$ cat src/rtl/uart_tx_arbiter_pkg.sv
// -----------------------------------------------------------------------------
// uart_tx_arbiter_pkg
//   Shared definitions for the UART transmit arbiter: FSM state encoding,
//   the fixed grant_id width, the index of each known requester and a small
//   modulo-increment helper used for the round-robin pointer.
// -----------------------------------------------------------------------------
package uart_tx_arbiter_pkg;

    // grant_id is always presented on 3 bits regardless of NUM_REQ.
    localparam int ID_W = 3;

    // Requester slots as wired in top.
    localparam int REQ_BANNER = 0;
    localparam int REQ_ECHO   = 1;
    localparam int REQ_RESULT = 2;

    typedef enum logic [1:0] {
        IDLE      = 2'd0,  // no lock held, arbitrating
        LOAD      = 2'd1,  // lock held, waiting for the owner's next byte
        WAIT_ACK  = 2'd2,  // SEND raised, waiting for READY to fall
        WAIT_DONE = 2'd3   // frame in flight, waiting for READY to rise
    } state_e;

    // (idx + 1) mod n, for idx already in [0, n-1].
    function automatic int wrap_inc(input int idx, input int n);
        if (idx + 1 >= n) begin
            return 0;
        end
        return idx + 1;
    endfunction

endpackage

$ cat src/rtl/uart_tx_arbiter_rr_pick.sv
// -----------------------------------------------------------------------------
// rr_pick
//   Combinational round-robin selector. Searches req_i starting at rr_ptr_i,
//   then rr_ptr_i+1, ... wrapping modulo NUM_REQ, and reports the first set
//   bit.
//
// Ports
//   req_i     in  NUM_REQ  request vector
//   rr_ptr_i  in  IDX_W    highest-priority index this cycle (< NUM_REQ)
//   any_o     out 1        at least one request is set
//   idx_o     out IDX_W    selected index (0 when any_o is low)
// -----------------------------------------------------------------------------
module rr_pick #(
    parameter int NUM_REQ = 3,
    parameter int IDX_W   = $clog2(NUM_REQ)
) (
    input  logic [NUM_REQ-1:0] req_i,
    input  logic [IDX_W-1:0]   rr_ptr_i,
    output logic               any_o,
    output logic [IDX_W-1:0]   idx_o
);

    int               sum;
    logic [IDX_W-1:0] pos;
    logic             found;
    logic [IDX_W-1:0] found_idx;

    always_comb begin
        // NOTE: every variable driven here gets a default before any branch,
        // so no path can leave one unassigned and infer a latch.
        sum       = 0;
        pos       = '0;
        found     = 1'b0;
        found_idx = '0;
        for (int k = 0; k < NUM_REQ; k++) begin
            // rr_ptr_i is always < NUM_REQ, so one subtraction wraps the sum.
            sum = int'(rr_ptr_i) + k;
            if (sum >= NUM_REQ) begin
                sum = sum - NUM_REQ;
            end
            pos = IDX_W'(sum);
            if (!found && req_i[pos]) begin
                found     = 1'b1;
                found_idx = pos;
            end
        end
        any_o = found;
        idx_o = found_idx;
    end

endmodule

$ cat src/rtl/uart_tx_arbiter.sv
// -----------------------------------------------------------------------------
// uart_tx_arbiter
//   Shares one UART transmitter (UART_TX_CTRL SEND/DATA/READY) among NUM_REQ
//   byte-stream requesters. A requester keeps the lock from its first byte up
//   to the byte flagged last, so messages never interleave. Messages are
//   granted round-robin. Two watchdogs recover from a transmitter that never
//   acknowledges SEND (err_ack) and from an owner that stops supplying bytes
//   in the middle of a message (err_gap).
//
// Ports
//   CLK          in  1          system clock
//   rst          in  1          synchronous active-high reset
//   req_valid    in  NUM_REQ    requester i has a byte
//   req_data     in  8*NUM_REQ  byte of requester i at [8i+7:8i]
//   req_last     in  NUM_REQ    byte is the final byte of its message
//   req_ready    out NUM_REQ    byte taken when req_valid[i] & req_ready[i]
//   tx_send      out 1          SEND to UART_TX_CTRL
//   tx_data      out 8          DATA to UART_TX_CTRL
//   tx_ready     in  1          READY from UART_TX_CTRL
//   grant_valid  out 1          a message lock is held
//   grant_id     out 3          current owner index, upper bits zero
//   err_ack      out 1          one-cycle pulse: READY never fell after SEND
//   err_gap      out 1          one-cycle pulse: owner idle too long, lock dropped
// -----------------------------------------------------------------------------
module uart_tx_arbiter
    import uart_tx_arbiter_pkg::*;
#(
    parameter int NUM_REQ     = 3,
    parameter int ACK_TIMEOUT = 16,
    parameter int GAP_TIMEOUT = 100000
) (
    input  logic                 CLK,
    input  logic                 rst,
    input  logic [NUM_REQ-1:0]   req_valid,
    input  logic [8*NUM_REQ-1:0] req_data,
    input  logic [NUM_REQ-1:0]   req_last,
    output logic [NUM_REQ-1:0]   req_ready,
    output logic                 tx_send,
    output logic [7:0]           tx_data,
    input  logic                 tx_ready,
    output logic                 grant_valid,
    output logic [ID_W-1:0]      grant_id,
    output logic                 err_ack,
    output logic                 err_gap
);

    localparam int IDX_W = $clog2(NUM_REQ);
    localparam int ACK_W = $clog2(ACK_TIMEOUT + 1);
    localparam int GAP_W = $clog2(GAP_TIMEOUT + 1);

    // Counter values at which the watchdog fires on the current cycle.
    localparam logic [ACK_W-1:0] ACK_LAST = ACK_W'(ACK_TIMEOUT - 1);
    localparam logic [GAP_W-1:0] GAP_LAST = GAP_W'(GAP_TIMEOUT - 1);

    // ------------------------------------------------------------------------
    // State
    // ------------------------------------------------------------------------
    state_e           state_q,       state_d;
    logic [IDX_W-1:0] owner_q,       owner_d;
    logic [IDX_W-1:0] rr_ptr_q,      rr_ptr_d;
    logic             grant_valid_q, grant_valid_d;
    logic             tx_send_q,     tx_send_d;
    logic [7:0]       tx_data_q,     tx_data_d;
    logic             last_q,        last_d;
    logic             err_ack_q,     err_ack_d;
    logic             err_gap_q,     err_gap_d;
    logic [ACK_W-1:0] ack_cnt_q,     ack_cnt_d;
    logic [GAP_W-1:0] gap_cnt_q,     gap_cnt_d;

    // ------------------------------------------------------------------------
    // Round-robin selection among waiting requesters
    // ------------------------------------------------------------------------
    logic             pick_any;
    logic [IDX_W-1:0] pick_idx;

    rr_pick #(
        .NUM_REQ (NUM_REQ),
        .IDX_W   (IDX_W)
    ) u_rr_pick (
        .req_i    (req_valid),
        .rr_ptr_i (rr_ptr_q),
        .any_o    (pick_any),
        .idx_o    (pick_idx)
    );

    // Byte-lane view of the flat data bus.
    logic [NUM_REQ-1:0][7:0] req_bytes;
    assign req_bytes = req_data;

    // The owner's byte is taken only while the transmitter is free, so one
    // accepted transfer always maps to exactly one SEND.
    logic owner_ready;
    logic accept;
    assign owner_ready = (state_q == LOAD) && tx_ready;
    assign accept      = owner_ready && req_valid[owner_q];

    always_comb begin
        req_ready = '0;
        for (int i = 0; i < NUM_REQ; i++) begin
            req_ready[i] = owner_ready && (owner_q == IDX_W'(i));
        end
    end

    // ------------------------------------------------------------------------
    // Next-state logic
    // ------------------------------------------------------------------------
    always_comb begin
        state_d       = state_q;
        owner_d       = owner_q;
        rr_ptr_d      = rr_ptr_q;
        grant_valid_d = grant_valid_q;
        tx_send_d     = tx_send_q;
        tx_data_d     = tx_data_q;
        last_d        = last_q;
        ack_cnt_d     = ack_cnt_q;
        gap_cnt_d     = gap_cnt_q;
        err_ack_d     = 1'b0;
        err_gap_d     = 1'b0;

        unique case (state_q)
            IDLE: begin
                if (pick_any) begin
                    owner_d       = pick_idx;
                    grant_valid_d = 1'b1;
                    gap_cnt_d     = '0;
                    state_d       = LOAD;
                end
            end

            LOAD: begin
                if (accept) begin
                    tx_data_d = req_bytes[owner_q];
                    tx_send_d = 1'b1;
                    last_d    = req_last[owner_q];
                    gap_cnt_d = '0;
                    ack_cnt_d = '0;
                    state_d   = WAIT_ACK;
                end else if (gap_cnt_q == GAP_LAST) begin
                    // Owner stalled mid-message: drop the lock. rr_ptr is left
                    // alone; the stalled owner only wins again if it re-asserts.
                    err_gap_d     = 1'b1;
                    grant_valid_d = 1'b0;
                    gap_cnt_d     = '0;
                    state_d       = IDLE;
                end else begin
                    gap_cnt_d = gap_cnt_q + 1'b1;
                end
            end

            WAIT_ACK: begin
                // SEND stays high until the transmitter shows it has latched
                // the byte by dropping READY.
                if (!tx_ready) begin
                    tx_send_d = 1'b0;
                    state_d   = WAIT_DONE;
                end else if (ack_cnt_q == ACK_LAST) begin
                    tx_send_d = 1'b0;
                    err_ack_d = 1'b1;
                    state_d   = WAIT_DONE;
                end else begin
                    ack_cnt_d = ack_cnt_q + 1'b1;
                end
            end

            WAIT_DONE: begin
                if (tx_ready) begin
                    if (last_q) begin
                        grant_valid_d = 1'b0;
                        rr_ptr_d      = IDX_W'(wrap_inc(int'(owner_q), NUM_REQ));
                        state_d       = IDLE;
                    end else begin
                        gap_cnt_d = '0;
                        state_d   = LOAD;
                    end
                end
            end

            default: begin
                state_d = IDLE;
            end
        endcase
    end

    // ------------------------------------------------------------------------
    // State registers
    // ------------------------------------------------------------------------
    always_ff @(posedge CLK) begin
        // NOTE: non-blocking assignments here so every register samples the
        // pre-edge value of every other, independent of statement order.
        if (rst) begin
            state_q       <= IDLE;
            owner_q       <= '0;
            rr_ptr_q      <= '0;
            grant_valid_q <= 1'b0;
            tx_send_q     <= 1'b0;
            tx_data_q     <= 8'h00;
            last_q        <= 1'b0;
            err_ack_q     <= 1'b0;
            err_gap_q     <= 1'b0;
            ack_cnt_q     <= '0;
            gap_cnt_q     <= '0;
        end else begin
            state_q       <= state_d;
            owner_q       <= owner_d;
            rr_ptr_q      <= rr_ptr_d;
            grant_valid_q <= grant_valid_d;
            tx_send_q     <= tx_send_d;
            tx_data_q     <= tx_data_d;
            last_q        <= last_d;
            err_ack_q     <= err_ack_d;
            err_gap_q     <= err_gap_d;
            ack_cnt_q     <= ack_cnt_d;
            gap_cnt_q     <= gap_cnt_d;
        end
    end

    // ------------------------------------------------------------------------
    // Outputs
    // ------------------------------------------------------------------------
    assign tx_send     = tx_send_q;
    assign tx_data     = tx_data_q;
    assign grant_valid = grant_valid_q;
    // owner_q only changes on a grant, so it doubles as the grant_id register.
    assign grant_id    = ID_W'(owner_q);
    assign err_ack     = err_ack_q;
    assign err_gap     = err_gap_q;

endmodule

$ cat config.mk
export PLATFORM = sky130hd
export DESIGN_NAME = uart_tx_arbiter
export DESIGN_NICKNAME = d
export VERILOG_FILES = /design/src/rtl/uart_tx_arbiter_pkg.sv /design/src/rtl/uart_tx_arbiter_rr_pick.sv /design/src/rtl/uart_tx_arbiter.sv
export SDC_FILE = /design/constraint.sdc
export NUM_CORES = 1
export LEC_CHECK = 0
export BUFFER_PORTS_ARGS = -buffer_cell sky130_fd_sc_hd__buf_2
export CAP_MARGIN = 20
export CORE_MARGIN = 4
export CORE_UTILIZATION = 55
export DETAILED_ROUTE_END_ITERATION = 10
export GPL_TIMING_DRIVEN = 0
export PLACE_DENSITY = 0.8
export SETUP_SLACK_MARGIN = 0.2
export SLEW_MARGIN = 20
export SYNTH_ARGS = -nofsm -noshare
export SYNTH_HDL_FRONTEND = slang
export SYNTH_HIERARCHICAL = 1
export SYNTH_SLANG_ARGS = --single-unit
$ cat constraint.sdc
create_clock -name CLK -period 2.5 [get_ports CLK]
set_input_delay 0.125 -clock CLK [delete_from_list [all_inputs] [get_ports CLK]]
set_output_delay 0.125 -clock CLK [all_outputs]
set_load 0.02 [all_outputs]
* Word level (Yosys, flattened, before mapping)
Index checks and enable logic that the tools add are counted.
Storage, ports and cells: output and inout port bits 18, bits in registers 41, logic and storage cells 127
Cells by class: reductions and logical operators 23, bitwise gates (word level) 3, add/subtract/negate cells 8, muxes and demuxes 56, magnitude comparators 8, eq/ne operators 18
Operators by type and width (count):
- $mux 17 | 5
- $pmux 17 s3 | 1
- $mux 2 | 13
- $mux 1 | 23
- $add 17x1->17 const B | 1
- $eq 17x17->1 const B | 1
- $bmux 8 s2 | 1
- $ne 2x2->1 const B | 8
- $mux 5 | 3
- $lt 2x3->1 const B | 4
- $reduce_and 4->1 | 3
- $bmux 1 s2 | 5
- $pmux 5 s2 | 1
- $ge 3x2->1 const B | 3
- $mux 8 | 1
- $pmux 2 s4 | 1
- $logic_and 1x1->1 | 7
- $add 2x1->3 const B | 2
- $eq 2x2->1 const B | 3
- $reduce_and 3->1 | 2
- $reduce_and 6->1 | 1
- $reduce_or 3->1 | 2
- $add 5x1->5 const B | 1
- $eq 5x4->1 const B | 1
- 16 further kinds | 23

* Logic depth before layout (Yosys ltp)
Gate-level depths: netlist of run 1.
depth after elaboration 13, gate-level depth with buffers 10, mapped depth without buffers 9

* By module
Netlist of run 1, hierarchy kept.
Modules (own cells, without submodules):
- uart_tx_arbiter | seq. area each 820.8 sq um, area each 2214.6 sq um, cells each 264, instances 1
- rr_pick | seq. area each 0.0 sq um, area each 251.5 sq um, cells each 32, instances 1

* Least setup slack after synthesis of run 1
Ideal clock, no wire load.
path kind register to register, from register rr_ptr_q[0], to register gap_cnt_q[10], required time 2.363 ns, setup time 0.137 ns, path slack 0.291 ns, clock period less this slack 2.209 ns, cell stages (with the launch flop) 11, data arrival time 2.073 ns, path through dfxtp_1 > inv_1 > ha_1 > buf_6 > nor2b_2 > o21ai_1 > nand4b_1 > o21ba_2 > o21ai_1 > or4_1 > a21oi_1
Between the ends: word-level cells in the longest chain between the ends 13, elaborated cells on any way between the ends 26, those cells by class add/sub: 5; order compare: 3; eq/ne: 1; mux: 12; reduce/logical: 5
RTL lines:
- start: declaration | RTL line uart_tx_arbiter.sv:60 | logic [IDX_W-1:0] rr_ptr_q, rr_ptr_d;
- start signal: assignment | RTL line uart_tx_arbiter.sv:205 | rr_ptr_q <= rr_ptr_d;
- parallel branches: the longest is 10 deep, another holds $add 2x1->3
- $mux 1 * | RTL line uart_tx_arbiter_rr_pick.sv:42 | if (!found && req_i[pos]) begin
- net pick_any | RTL line uart_tx_arbiter.sv:73 | logic pick_any;
- $ne 2x2->1 (no source line) *
- $reduce_and 4->1 (no source line) *
- end signal: assignment | RTL line uart_tx_arbiter.sv:213 | gap_cnt_q <= gap_cnt_d;
- end: declaration | RTL line uart_tx_arbiter.sv:68 | logic [GAP_W-1:0] gap_cnt_q, gap_cnt_d;
Mark *: on every way through the listed nets, which the timed path passes. The select of a mux whose other input is x is not followed. A chain may end at the register's enable or synchronous reset.

* Worst setup path in the final report of run 1
from register rr_ptr_q[0], to register gap_cnt_q[14]
Same word-level chain as after synthesis.

==> impl_metrics.ini, run 1 <==
[worst_setup_path]
crit_type = reg2reg
r2r_start = rr_ptr_q[0]$_SDFFE_PP0P_
crit_start = rr_ptr_q[0]$_SDFFE_PP0P_
reg2reg_depth = 10
cpPeakStageDelay_ns = 0.48
cp.arrival_ns = 2.51
cp-end-kind = flip-flop
critPathSlowestCell = or4_1
r2r_setup_slack_ns = 0.22
r2r_end = gap_cnt_q[14]$_SDFFE_PP0P_
startpoint_type = flip-flop
crit_chain = inv_2, ha_4, buf_6, nor2b_2, o21ai_2, nand4b_1, o21ba_4, o21ai_4, or4_1, a21oi_1
crit_path_max_fanout = 5
endpoint = gap_cnt_q[14]$_SDFFE_PP0P_
cp_data_required_time_ns = 2.73

[layout]
antenna_cells = 0
instances_no_fill = 412
final_common_cell = buf_2
layout_common_cells = buf_2 (54), dfxtp_1 (40), nor2_1 (36), a21oi_1 (22), nand2_1 (21)
nNetsFinal = 398
area_delta_synth_final_pct = 25.2
fillCellCount = 349
drive_gt1_frac = 0.289

[outcome]
status = finished, final reports clean

[clocking]
ctsHtreeMaxLevel = 2
hold_buffers = 0
cts.sinks = 41
clock-root-buffer = clkbuf_8
numCtsBuffers = 5
path_clk_slew_ns = 0.09
cts_tree = built
insertion_delay_ns = 0.30
clock_path_buffers = 2

[synthesis]
syn-num-nets = 335
synth.distinct_cells = 57
netlist_instances = 296
syn_area_per_cell_um2 = 8.33
yosysTopAreaCell = dfxtp_1
synth-edff-count = 0
synth_area_leaders = dfxtp_1 (33%), mux2i_1 (6.1%), nor2_1 (5.6%)
synthArstFlopShare = 0
synthFlopType = dfxtp_1
synth_top_area_frac = 0.333
ys_seq_area_frac = 0.333
netlist_area_mm2 = 0.00247
ys_seq_elements = 41
ys_warn_count = 6

[timing]
finalHoldViolCount = 0
max_freq_mhz = 438
drv_slew = 0
rsz0062_at_grt = true
tns_ns = 0
fin_skew_ns = 0.0124
period_minus_slack_ns = 2.28
fin_hold_ws_ns = 0.143
finalCritPeriodShare = 0.913
tightest_slew_ns = 0.767
slew_headroom = 0.487
setup_viol = 0

[floorplanning]
start_util = 0.566
core_mm2 = 0.00435
die_w_um = 75.0
dieArea_mm2 = 0.00562
pin_count = 51
fp-row-count = 24
die_h_um = 75.0

[placement]
globalplace.congestion = 0.834
placed_cells = 397
port_buffers = 49
dp_hpwl_um = 4610

[global_routing]
grt_max_degree = 14
grt_pass1_wl_um = 10600
antenna_found_initial = 0
first_global_vias = 2272
grt_use_total = 0.240
overflow = 0

[worst_hold_path]
hold_path_class = in2reg

[power_and_ir_drop]
ir_drop_v = 0.000340
p_leak_uw = 0.00114
powerDensity_mw_per_mm2 = 526

[route]
wl_per_cell_um = 16.3
first_pass_iters = 4
route.detailed.drc = 0
avgViaCountPerCell = 6.18
drtAntennaViolNets = 0
first_iter_violations = 178
drt_wl_total_um = 6720
num_vias = 2547

[job]
maxCapViolations = 0
[where the power goes]
part           switching, uW  internal [uW]  leakage, uW
Sequential              19.1            673     0.000333
Clock                    240            397    0.0000681
Combinational            180            116     0.000736
[sequential cells by signal, indices dropped and copies added, names as in the netlist, named ones only]
register and count:
last_q 1, tx_send 1, ack_cnt_q 5, err_gap 1, err_ack 1, tx_data 8
rr_ptr_q 2, grant_valid 1, state_q 1, gap_cnt_q 17, owner_q 2
[repair_timing]
action,4_1_cts,5_1_grt
resized for setup,12,19
buffers inserted,3,2
setup endpoints to repair,19,21
pin swaps,4,10
gates cloned,1,1
[layer usage]
layer	up-vias	routed length, um	GRT usage
met5	-	0	0
met2	77	3390	0.397
met3	13	322	0.0401
met4	0	100	0.0711
met1	1231	2900	0.322
li1	1226	-	-
[kinds of logic (layout without fill, tap and decap cells)]
logic type	count (synthesis)	count (layout)	share of synthesized area
DFF	41	41	0.333
AOI/OAI and AO/OA	76	77	0.215
buffers and inverters	27	90	0.0599
adders and majority gates	6	6	0.0304
muxes	16	16	0.0670
other	1	1	0.00152
and+or+nand+nor	126	126	0.283
xor gates and xnor gates	3	3	0.0107
[synth_stat cells, types with 5 or more instances]
cell	n
a211oi_1	11
a21oi_1	26
clkbuf_1	7
dfxtp_1	41
ha_1	6
inv_1	9
mux2i_1	15
nand2_1	21
nand2b_1	5
nand3_1	7
nand3b_1	5
nand4_1	6
nand4b_1	5
nor2_1	37
nor3_1	7
o31ai_1	6
or4_1	5
[worst min-delay path by stage]
stage                               start                          to  slack (ns)  cells after the start
6_report                     req_data[11]     tx_data[3]$_SDFFE_PP0P_        0.14                      3
5_1_grt                       req_data[8]     tx_data[0]$_SDFFE_PP0P_        0.17                      3
4_1_cts                       req_data[9]     tx_data[1]$_SDFFE_PP0P_        0.15                      3
3_5_place_dp                  req_data[9]     tx_data[1]$_SDFFE_PP0P_        0.46                      3
3_3_place_gp   gap_cnt_q[16]$_SDFFE_PP0P_  gap_cnt_q[16]$_SDFFE_PP0P_        0.46                      2
2_1_floorplan                 req_last[1]         last_q$_SDFFE_PP0P_        0.35                      2
[area by class of cell]
type	instances	area, um^2	share of cell area
clock inverter	3	65.1	0.0211
sequential	41	825	0.267
timing repair buffer	55	288	0.0932
inverter	9	33.8	0.0109
clock buffer	5	68.8	0.0223
multi-input combinational	229	1630	0.527
buffer	18	115	0.0373
tap	52	65.1	0.0211
[metrics by stage]
| stage | total power (uW) | instance area [um^2] | util | setup WS [ns] |
|---|---|---|---|---|
| floorplan | 883 | 2470 | - | 0.291 |
| global placement | 964 | 2780 | 0.638 | -0.0134 |
| detailed placement | 971 | 2780 | 0.638 | -0.125 |
| CTS | 1610 | 2990 | 0.687 | 0.195 |
| global route | 1690 | 3090 | 0.709 | 0.141 |
| finish | 1630 | 3090 | 0.709 | 0.217 |
[critical path, delay by kind of cell (launching register included)]
kind | cells | cell delay (ns)
AO/OA/AOI/OAI | 4 | 0.58
adder cells (fa/ha/maj) | 1 | 0.26
buffers and inverters | 2 | 0.14
flip-flops | 1 | 0.36
AND/OR/NAND/NOR | 3 | 0.87
Power figures use the tool's default switching activity.
==> run 2, diff against run 1 <==
Settings changed: CELL_PAD_IN_SITES_DETAIL_PLACEMENT set to 1, CELL_PAD_IN_SITES_GLOBAL_PLACEMENT set to 1, CORE_UTILIZATION 55 to 40, PLACE_DENSITY 0.8 to unset, PLACE_DENSITY_LB_ADDON set to 0.1.
==> run 2 against run 1 <==
Against the previous run:
- register-to-register slack barely moved
- core utilization fell by 18 points
- power rose by 0.96%
==> impl_metrics.ini, run 2 (synthesized netlist as in run 1, its figures left out) <==
[timing]
setup_viol = 0
period_minus_slack_ns = 2.29
fin_hold_ws_ns = 0.164
fin_skew_ns = 0.00737
tns_ns = 0
tightest_slew_ns = 0.742
rsz0062_at_grt = true
worst_slack_ns = 0.212
max_freq_mhz = 437
drv_slew = 0
slew_headroom = 0.503
finalCritPeriodShare = 0.915
finalHoldViolCount = 0

[floorplanning]
die_h_um = 86.5
die_w_um = 86.5
fp-row-count = 28
pin_count = 51
dieArea_mm2 = 0.00749
start_util = 0.414
core_mm2 = 0.00596

[outcome]
status = finished, final reports clean

[worst_hold_path]
min_to = tx_data[7]$_SDFFE_PP0P_
min_path_cells = 3
hp-start = req_data[15]
hold_path_class = in2reg

[placement]
port_buffers = 49
dpl-instance-area_mm2 = 0.00281
globalplace.congestion = 0.785
dp_hpwl_um = 5300
pre_cts_ws_ns = -0.227

[worst_setup_path]
r2r_setup_slack_ns = 0.21
startpoint_type = flip-flop
cp_data_required_time_ns = 2.73
crit_path_max_fanout = 8
r2r_end = owner_q[1]$_SDFFE_PP0P_
r2r_start = rr_ptr_q[0]$_SDFFE_PP0P_
cp-end-kind = flip-flop
crit_start = rr_ptr_q[0]$_SDFFE_PP0P_
crit_type = reg2reg
reg2reg_depth = 13
cp.arrival_ns = 2.51

[clocking]
cts_tree = built
numCtsBuffers = 5
cts.sinks = 41
insertion_delay_ns = 0.30
ctsHtreeMaxLevel = 2
clock-root-buffer = clkbuf_8
hold_buffers = 0
clock_path_buffers = 2
path_clk_slew_ns = 0.08

[global_routing]
antenna_found_initial = 0
grt_most_used_layer = met2
grt_use_total = 0.202
grt_pass1_wl_um = 12200
grt_max_degree = 14
met2_usage = 0.342
first_global_vias = 2554
use_met3 = 0.0371
overflow = 0
grt.met1_usage = 0.270

[layout]
final_common_cell = buf_2
antenna_cells = 0
area_delta_synth_final_pct = 27.4
top_register = gap_cnt_q
seq_area_um2 = 826
design_area_mm2 = 0.00314
nNetsFinal = 404
layout_common_cells = buf_2 (53), dfxtp_1 (39), nor2_1 (36), a21oi_1 (26), nand2_1 (21)
largest_reg_flops = 17
fillCellCount = 758
multi_input_area_mm2 = 0.00160
drive_gt1_frac = 0.290

[route]
route.detailed.drc = 0
drtAntennaViolNets = 0
num_vias = 2510
first_pass_iters = 4
wl_per_cell_um = 17.4
drt_wl_total_um = 7650
first_iter_violations = 85
avgViaCountPerCell = 5.69

[power_and_ir_drop]
p_total_uw = 1640
p_sw_frac = 0.275
switching_power_uw = 451
powerDensity_mw_per_mm2 = 522
p_leak_uw = 0.00117
clkPwrFrac = 0.394
ir_drop_v = 0.000216
p_int_uw = 1190
power_frac_comb = 0.185
p_seq_frac = 0.421

[job]
maxCapViolations = 0
-- run 2: changes by cell type in the layout (fill, tap and decap cells not counted), sizes merged --
cell / before / now
buf: 66 / 72
-- run 2: critical path, stage by stage, from the launching register on --
cell and delay [ns]:
dfxtp_4 0.38, inv_2 0.04, ha_4 0.25, buf_6 0.11
nor2b_4 0.14, o21ai_2 0.07, buf_4 0.14, buf_4 0.12
buf_4 0.12, buf_4 0.12, a311oi_1 0.31, o32a_1 0.20
mux2i_1 0.08, nor2_1 0.13
-- run 2: worst max-delay path by stage --
stage / endpoint / cells after the start
floorplan: gap_cnt_q[10]$_SDFFE_PP0P_ / 10
global placement: gap_cnt_q[16]$_SDFFE_PP0P_ / 10
detailed placement: gap_cnt_q[16]$_SDFFE_PP0P_ / 10
CTS: gap_cnt_q[15]$_SDFFE_PP0P_ / 10
global route: owner_q[1]$_SDFFE_PP0P_ / 13
finish: owner_q[1]$_SDFFE_PP0P_ / 13
-- run 2: cell type report --
class                      count  area share
sequential                    41       0.263
clock buffer                   5      0.0219
inverter                       9      0.0108
timing repair buffer          61       0.107
clock inverter                 3      0.0207
buffer                        18      0.0366
tap                           75      0.0299
multi-input combinational    229       0.511
-- run 2: timing repair --
item / 4_1_cts / 5_1_grt
setup buffers: 11 / 1
gates resized for setup: 14 / 12
gates cloned: 0 / 1
setup endpoints to repair: 20 / 20
endpoints found under the hold margin: 0 / 0
pin swaps: 9 / 6
-- run 2: metrics by stage --
stage           util  std cells
2_1_floorplan      -        296
3_3_place_gp   0.471        420
3_5_place_dp   0.471        420
4_1_cts        0.517        439
5_1_grt        0.528        441
6_report       0.528        441
-- run 2: power groups by stage --
stage          combinational (uW)  sequential [uW]  clock (uW)
3_5_place_dp                  273              707           0
3_3_place_gp                  265              707           0
4_1_cts                       292              691         654
2_1_floorplan                 162              721           0
6_report                      303              691         647
5_1_grt                       332              696         689
-- run 2: metal layers --
metal | wire, um | up-vias
met2 | 3950 | 40
met4 | 55 | 0
met1 | 3430 | 1227
met5 | 0 | -
met3 | 225 | 7
li1 | - | 1236
==> run 3, diff against run 2 <==
Settings changed: PLACE_DENSITY_LB_ADDON 0.1 to 0.05.
==> run 3 against run 2 <==
Against the previous run:
- die area unchanged
- setup slack got worse by 0.0032 ns
- routed wire length decreased by 5.4%
- non-clock buffer count decreased by 4
- first-iteration DRC count increased by 13%
- core utilization decreased by 0.19 points
- via count decreased by 0.96%
- power decreased by 0.66%
- maximum frequency decreased by 0.14%
- critical path type unchanged
- highest routed layer unchanged
==> impl_metrics.ini, run 3 (synthesized netlist as in run 1, its figures left out) <==
[route]
route.detailed.drc = 0
drtAntennaViolNets = 0
first_iter_violations = 96
num_vias = 2486
avgViaCountPerCell = 5.69
first_pass_iters = 4
wl_per_cell_um = 16.6
drt_wl_total_um = 7240

[clocking]
ctsHtreeMaxLevel = 2
clock_path_buffers = 2
path_clk_slew_ns = 0.09
numCtsBuffers = 5
cts.sinks = 41
clock-root-buffer = clkbuf_8
cts_tree = built
insertion_delay_ns = 0.30

[worst_setup_path]
r2r_start = rr_ptr_q[0]$_SDFFE_PP0P_
endpoint = gap_cnt_q[14]$_SDFFE_PP0P_
cp-end-kind = flip-flop
crit_start = rr_ptr_q[0]$_SDFFE_PP0P_
crit_type = reg2reg
startpoint_type = flip-flop
r2r_setup_slack_ns = 0.21
cp.arrival_ns = 2.47
r2r_end = gap_cnt_q[14]$_SDFFE_PP0P_
cp_data_required_time_ns = 2.68
crit_path_max_fanout = 8
reg2reg_depth = 12

[timing]
rsz0062_at_grt = true
fin_skew_ns = 0.00757
finalCritPeriodShare = 0.916
period_minus_slack_ns = 2.29
tns_ns = 0
tightest_slew_ns = 0.673
finalHoldViolCount = 0
drv_slew = 0
setup_viol = 0
max_freq_mhz = 437
fin_hold_ws_ns = 0.155
slew_headroom = 0.550

[floorplanning]
fp-row-count = 28
die_h_um = 86.5
start_util = 0.414
core_mm2 = 0.00596
pin_count = 51
die_w_um = 86.5
dieArea_mm2 = 0.00749

[global_routing]
antenna_found_initial = 0
grt_use_total = 0.195
use_met3 = 0.0494
grt_most_used_layer = met2
met2_usage = 0.344
overflow = 0
grt_pass1_wl_um = 11800
grt_max_degree = 14
first_global_vias = 2462
grt.met1_usage = 0.239

[layout]
top_register = gap_cnt_q
layout_common_cells = buf_2 (53), dfxtp_1 (40), nor2_1 (35), nand2_1 (21), a21oi_1 (21)
antenna_cells = 0
drive_gt1_frac = 0.290
nNetsFinal = 400
final_common_cell = buf_2
largest_reg_flops = 17
fillCellCount = 732
seq_area_um2 = 822
multi_input_area_mm2 = 0.00162
area_delta_synth_final_pct = 26.9

[job]
maxCapViolations = 0

[placement]
globalplace.congestion = 0.770
port_buffers = 49
dp_hpwl_um = 5150

[worst_hold_path]
hold_path_class = in2reg

[power_and_ir_drop]
p_total_uw = 1630
ir_drop_v = 0.000247
powerDensity_mw_per_mm2 = 521
p_leak_uw = 0.00115

[outcome]
status = finished, final reports clean
-- run 3: repair_timing --
item                                    4_1_cts  5_1_grt
cloned                                        1        0
hold buffers                                  0        0
gates resized for setup                      15       15
pin swaps                                     7       11
endpoints found under the setup margin       19       16
hold endpoints to repair                      0        0
buffers inserted                              5        3
-- run 3: how the worst min path moves through the flow --
stage	slack, ns	end	startpoint	cells past startpoint
after floorplan	0.35	last_q$_SDFFE_PP0P_	req_last[1]	2
after global placement	0.46	tx_data[4]$_SDFFE_PP0P_	req_data[12]	3
after detailed placement	0.47	tx_data[5]$_SDFFE_PP0P_	req_data[13]	3
after CTS	0.15	tx_data[5]$_SDFFE_PP0P_	req_data[13]	3
after global routing	0.16	tx_data[3]$_SDFFE_PP0P_	req_data[11]	3
final	0.15	tx_data[2]$_SDFFE_PP0P_	req_data[10]	3
-- run 3: area by class of cell --
class / count / share of cell area
Multi-Input combinational cell: 229 / 0.518
Sequential cell: 41 / 0.263
Timing Repair Buffer: 57 / 0.0987
Buffer: 18 / 0.0368
Tap cell: 75 / 0.0300
Clock buffer: 5 / 0.0220
Clock inverter: 3 / 0.0208
Inverter: 9 / 0.0108
-- run 3: per-stage QoR --
stage	setup WS, ns	instances	instance area [um^2]	util
2_1_floorplan	0.291	296	2470	-
3_3_place_gp	-0.0566	420	2810	0.471
3_5_place_dp	-0.100	420	2810	0.471
4_1_cts	0.230	434	3050	0.513
5_1_grt	0.122	437	3130	0.526
6_report	0.209	437	3130	0.526
-- run 3: per-layer routing --
metal	share of wire	vias to the layer above
li1	-	1222
met1	0.43	1202
met2	0.52	54
met3	0.047	8
met4	0.0095	0
met5	0	-
-- run 3: power by group --
group | leakage [uW] | internal, uW | switching [uW] | total [uW]
Combinational | 0.000752 | 117 | 178 | 295
Sequential | 0.000333 | 674 | 19.2 | 693
Clock | 0.0000681 | 397 | 244 | 641
Total | 0.00115 | 1190 | 442 | 1630
-- run 3: critical path, stage by stage (launching register included) --
cell and delay, ns:
dfxtp_2 0.33, inv_1 0.04, ha_1 0.19, buf_6 0.14, nand3b_1 0.20, o21ai_2 0.10
nand4b_1 0.14, buf_6 0.13, o21ba_4 0.22, o21ai_4 0.09, buf_4 0.15, o31ai_1 0.34
a21oi_2 0.09
